File: src/rtl/i2c_target_resp.sv
// I2C target responder: oversampled scl/sda, START/STOP detection, 7-bit address match,
// write-byte receive and read-byte transmit. Define I2C_TARGET_GCALL_EN to ACK general call (8'h00).
module i2c_target_resp #(
  parameter logic [6:0] TARGET_ADDR = 7'h50,
  parameter int         SYNC_STAGES = 2
) (
  input  logic       clk,
  input  logic       rst,
  input  logic       scl_i,
  input  logic       sda_i,
  output logic       sda_oe,
  output logic [7:0] rx_data,
  output logic       rx_valid,
  input  logic [7:0] tx_data,
  output logic       tx_req,
  output logic       busy
);

  typedef enum logic [2:0] {
    IDLE, ADDR, ADDR_ACK, WR_DATA, WR_ACK, RD_DATA, RD_ACK, WAIT_STOP
  } state_t;

  state_t                 state, state_d;
  logic [3:0]             bit_cnt, bit_cnt_d;
  logic [7:0]             shreg, shreg_d, rx_data_d;
  logic                   sda_oe_d, rx_valid_d, tx_req_d, busy_d;
  logic [SYNC_STAGES-1:0] scl_sync_p0, sda_sync_p0;
  logic                   scl_p1, sda_p1;
  logic                   scl_s, sda_s, scl_rise, scl_fall, start_det, stop_det, addr_match;

  // Stage p0: synchronizer chain, stage p1: edge-detect flop
  always_ff @(posedge clk) begin
    if (!rst) begin
      scl_sync_p0 <= '1;
      sda_sync_p0 <= '1;
      scl_p1      <= 1'b1;
      sda_p1      <= 1'b1;
    end else begin
      scl_sync_p0 <= {scl_sync_p0[SYNC_STAGES-2:0], scl_i};
      sda_sync_p0 <= {sda_sync_p0[SYNC_STAGES-2:0], sda_i};
      scl_p1      <= scl_s;
      sda_p1      <= sda_s;
    end
  end

  assign scl_s     = scl_sync_p0[SYNC_STAGES-1];
  assign sda_s     = sda_sync_p0[SYNC_STAGES-1];
  assign scl_rise  = scl_s & ~scl_p1;
  assign scl_fall  = ~scl_s & scl_p1;
  assign start_det = scl_s & scl_p1 & sda_p1 & ~sda_s;
  assign stop_det  = scl_s & scl_p1 & ~sda_p1 & sda_s;

`ifdef I2C_TARGET_GCALL_EN
  assign addr_match = (shreg[7:1] == TARGET_ADDR) || (shreg == 8'h00);
`else
  assign addr_match = (shreg[7:1] == TARGET_ADDR);
`endif

  // Stage p2: FSM state and registered outputs
  always_ff @(posedge clk) begin
    if (!rst) begin
      state    <= IDLE;
      bit_cnt  <= 4'd0;
      sda_oe   <= 1'b0;
      rx_data  <= 8'h00;
      rx_valid <= 1'b0;
      tx_req   <= 1'b0;
      busy     <= 1'b0;
    end else begin
      state    <= state_d;
      bit_cnt  <= bit_cnt_d;
      sda_oe   <= sda_oe_d;
      rx_data  <= rx_data_d;
      rx_valid <= rx_valid_d;
      tx_req   <= tx_req_d;
      busy     <= busy_d;
    end
    shreg <= shreg_d;
  end

  always_comb begin
    state_d   = state;
    bit_cnt_d = bit_cnt;
    if (start_det) begin
      state_d   = ADDR;
      bit_cnt_d = 4'd0;
    end else if (stop_det) begin
      state_d   = IDLE;
      bit_cnt_d = 4'd0;
    end else begin
      case (state)
        ADDR, WR_DATA, RD_DATA: begin
          if (scl_rise) begin
            bit_cnt_d = bit_cnt + 4'd1;
          end else if (scl_fall && bit_cnt == 4'd8) begin
            bit_cnt_d = 4'd0;
            case (state)
              ADDR:    state_d = addr_match ? ADDR_ACK : WAIT_STOP;
              WR_DATA: state_d = WR_ACK;
              default: state_d = RD_ACK;
            endcase
          end
        end
        ADDR_ACK: if (scl_fall) state_d = shreg[0] ? RD_DATA : WR_DATA;
        WR_ACK:   if (scl_fall) state_d = WR_DATA;
        RD_ACK: begin
          // bit_cnt doubles as the "controller ACKed" flag for the ninth clock
          if (scl_rise) begin
            if (sda_s) state_d = WAIT_STOP;
            else       bit_cnt_d = 4'd1;
          end else if (scl_fall && bit_cnt != 4'd0) begin
            state_d   = RD_DATA;
            bit_cnt_d = 4'd0;
          end
        end
        default: ;
      endcase
    end
  end

  always_comb begin
    sda_oe_d   = sda_oe;
    shreg_d    = shreg;
    rx_data_d  = rx_data;
    rx_valid_d = 1'b0;
    tx_req_d   = 1'b0;
    busy_d     = busy;
    if (start_det) begin
      sda_oe_d = 1'b0;
    end else if (stop_det) begin
      sda_oe_d = 1'b0;
      busy_d   = 1'b0;
    end else begin
      case (state)
        ADDR: begin
          if (scl_rise) begin
            shreg_d = {shreg[6:0], sda_s};
          end else if (scl_fall && bit_cnt == 4'd8) begin
            sda_oe_d = addr_match;
            busy_d   = addr_match;
          end
        end
        ADDR_ACK: begin
          if (scl_fall) begin
            if (shreg[0]) begin
              tx_req_d = 1'b1;
              shreg_d  = tx_data;
              sda_oe_d = ~tx_data[7];
            end else begin
              sda_oe_d = 1'b0;
            end
          end
        end
        WR_DATA: begin
          if (scl_rise) begin
            shreg_d = {shreg[6:0], sda_s};
            if (bit_cnt == 4'd7) begin
              rx_data_d  = {shreg[6:0], sda_s};
              rx_valid_d = 1'b1;
            end
          end else if (scl_fall && bit_cnt == 4'd8) begin
            sda_oe_d = 1'b1;
          end
        end
        WR_ACK: if (scl_fall) sda_oe_d = 1'b0;
        RD_DATA: begin
          if (scl_fall) begin
            if (bit_cnt == 4'd8) begin
              sda_oe_d = 1'b0;
            end else begin
              shreg_d  = {shreg[6:0], 1'b0};
              sda_oe_d = ~shreg[6];
            end
          end
        end
        RD_ACK: begin
          if (scl_rise && sda_s) begin
            busy_d = 1'b0;
          end else if (scl_fall && bit_cnt != 4'd0) begin
            tx_req_d = 1'b1;
            shreg_d  = tx_data;
            sda_oe_d = ~tx_data[7];
          end
        end
        default: sda_oe_d = 1'b0;
      endcase
    end
  end

endmodule

File: config.mk
export PLATFORM = sky130hd
export DESIGN_NAME = i2c_target_resp
export DESIGN_NICKNAME = d
export VERILOG_FILES = /design/src/rtl/i2c_target_resp.sv
export SDC_FILE = /design/constraint.sdc
export NUM_CORES = 1
export LEC_CHECK = 0
export ABC_AREA = 1
export BUFFER_PORTS_ARGS = -buffer_cell sky130_fd_sc_hd__buf_4
export CORE_MARGIN = 5
export CORE_UTILIZATION = 40
export DETAILED_ROUTE_END_ITERATION = 12
export PLACE_DENSITY = 0.66
export SYNTH_ARGS = -nofsm -noshare
export SYNTH_HDL_FRONTEND = slang
export SYNTH_SLANG_ARGS = --single-unit
File: constraint.sdc
create_clock -name clk -period 1.95 [get_ports clk]
set_input_delay 0.4875 -clock clk [delete_from_list [all_inputs] [get_ports clk]]
set_output_delay 0.4875 -clock clk [all_outputs]
set_load 0.1 [all_outputs]
==> run summary <==
Die area -> 5630 um^2
Tightest Hold Check Type -> in -> reg
Pwr/cell area -> 956.7 nW/um^2
Post-Synthesis Cell Area -> 1692 um^2
Initial antenna violation count -> 0
Clk_lat worst skew -> 290 ps
Synth warnings -> 0
Number of setup buffers added after CTS -> 0
Final Cell Area -> 2032 um^2
Post-Place Setup Slack -> 258.4 ps
Number of H-tree levels -> 2
Final Cycle Share -> 89.09%
Fillers -> 406
Max Slew Vio Count -> 0
Vias in the first global route -> 1485
Chip Height -> 75.03 um
Worst reg2reg endpoint -> shreg[3]
Register area share after synthesis -> 43.79%
Synth Area per Inst -> 7.229 um^2
Crit Path Max Fanout -> 7
# IOs -> 24
Dpl hpwl -> 2975 um
Final Skew -> 10.05 ps
Hold path start -> scl_i
Routability Congestion -> 0.9073
Gr usage total -> 15.57%
Hold depth -> 2
Gate Count Post-Synth -> 234
Via count -> 1606
Register-to-Register Setup Slack -> 210 ps
CTS Buf Count -> 5
CTS tree -> built
Worst VDD drop -> 613.8 uV
Vias per cell -> 5.066
R2R depth -> 7
Share of layout cells above drive strength 1 -> 20.22%
Post-Syn Nets -> 248
Finished Core Util -> 50.08%
Detailed Routing Iterations Pass 1 -> 4
Critical R2R Launch -> state[0]
Setup TNS -> 0 ps
Remaining DRCs -> 0
Layout area overhead -> 20.12%
Max_cap viols -> 0
Worst Path Required -> 1950 ps
Placed Area -> 1952 um^2
Unique masters post-synth -> 25
Largest net degree at the start of global routing -> 18
Startpoint Class -> flop
Diode count -> 0
Post-cts sizing count -> 0
Crit path DAT -> 1730 ps
Kind of critical path -> reg -> reg
Initial Utilization -> 41.69%
Leak pwr -> 0.0009434 uW
RSZ-0062 raised after global routing -> no
Hold Fails Final Rpt -> 0
#FFs+latches synth -> 33
Slew margin rel. -> 71.76%
Fmax -> 0.5756 GHz
Status -> completed
Final net count -> 280
Clk slew on worst S/H paths -> 60 ps
CTS Hold Bufs -> 0
Setup crit end kind -> flop
Post-route minimum period -> 1737 ps
Site Rows -> 23
WHS Endpoint -> scl_sync_p0[0]
CTS root buffer -> clkbuf_8
# setup viols final -> 0
Die W -> 75.03 um
CTS Buffer Depth -> 2
Grt ovf -> 0
Setup ws final -> 212.8 ps
Detailed Route Iter0 Violations -> 138
Total Routed Length -> 3965 um
Hold WS -> 388.1 ps
Worst slew pin tran -> 422.5 ps
ANT nets after route -> 0
Routed wire length per instance -> 12.51 um
I/O Buffers -> 23
Core Region -> 4058 um^2
First-pass GRT wire length -> 6534 um
Clock sink count -> 33
==> critical path, cell delays in order, from the launching register on <==
cell	delay, ps
dfxtp_1	470
inv_2	120
nand2_1	160
nor2_4	80
nand2_1	100
inv_1	60
nor4_2	250
buf_4	210
==> per-layer routing <==
metal / vias up / share of wire (%) / global-route usage [%]
met1: 719 / 45 / 19.22
met3: 6 / 7.7 / 5.340
li1: 822 / - / -
met4: 0 / 1.3 / 5.138
met2: 59 / 46 / 25.44
met5: - / 0 / 0
==> where the power goes <==
group          switching, uW  leakage [uW]  total [uW]  internal [uW]
registers               76.0      0.000278         892            816
clock network            247     0.0000399         496            248
logic                    365      0.000625         556            191
total                    689      0.000943        1940           1260
==> registers in the layout, indices dropped and copies added, names as in the netlist <==
signal       count
shreg            8
rx_data          8
sda_sync_p0      2
rx_valid         1
sda_p1           1
bit_cnt          4
scl_sync_p0      2
tx_req           1
state            3
scl_p1           1
sda_oe           1
busy             1
==> area by class of cell <==
type | count | area [um^2] | area share, %
clock buffers | 7 | 76.32 | 3.756
clock inverters | 1 | 3.754 | 0.1847
inverters | 47 | 176.4 | 8.682
multi-input cells | 151 | 762.0 | 37.50
flip-flops and latches | 33 | 740.7 | 36.45
well taps | 50 | 62.56 | 3.079
repair buffers | 28 | 210.2 | 10.34
==> kinds of logic after synthesis <==
group / Yosys count / share of synthesized area [%]
AO/OA/AOI/OAI: 48 / 15.53
AND/OR/NAND/NOR: 101 / 27.66
buffers and inverters: 50 / 11.54
adder cells (fa/ha/maj): 2 / 1.479
flip-flops: 33 / 43.79
==> synth_stat cells <==
cell	number	area, um^2
nand2_1	47	176.4
dfxtp_1	25	500.5
nand3_2	4	40.04
a211oi_1	1	7.510
nand4_2	1	12.51
a21oi_1	18	90.09
o21ai_1	1	5.000
nor4_1	3	18.77
o21ai_0	18	90.09
a21oi_2	2	17.52
nor3_1	2	10.01
nor2_4	1	11.26
ha_1	2	25.02
buf_4	2	15.01
nand3_1	10	50.05
nor2_2	2	12.51
inv_2	6	22.52
or2_2	4	25.02
nor2_1	23	86.33
nand4_1	4	25.02
clkbuf_1	1	3.750
inv_1	41	153.9
o22ai_1	6	37.54
o211ai_1	2	15.01
edfxtp_1	8	240.2
==> cells in the final DEF (no fill, tap or decap) <==
master / n
a211oi_1: 1
a21oi_1: 18
a21oi_2: 2
buf_4: 28
clkbuf_1: 2
clkbuf_8: 5
clkinv_1: 1
dfxtp_1: 25
edfxtp_1: 8
ha_1: 2
inv_1: 41
inv_2: 6
nand2_1: 47
nand3_1: 10
nand3_2: 4
nand4_1: 4
nand4_2: 1
nor2_1: 23
nor2_2: 2
nor2_4: 1
nor3_1: 2
nor4_1: 2
nor4_2: 1
o211ai_1: 2
o21ai_0: 18
o21ai_1: 1
o22ai_1: 6
or2_2: 4
==> how the worst max path moves through the flow <==
stage | from | end | cells after the start
finish | state[0] | shreg[3] | 7
global route | state[1] | rx_data[4] | 5
CTS | bit_cnt[0] | shreg[3] | 8
detailed placement | bit_cnt[0] | shreg[2] | 8
global placement | state[0] | shreg[2] | 7
floorplan | bit_cnt[0] | shreg[1] | 7
==> stage by stage <==
stage	std cells	power [uW]
after floorplan	234	1296
after global placement	309	1455
after detailed placement	309	1453
after CTS	317	1943
after global routing	317	2070
final	317	1944
Power figures use the tool's default switching activity.
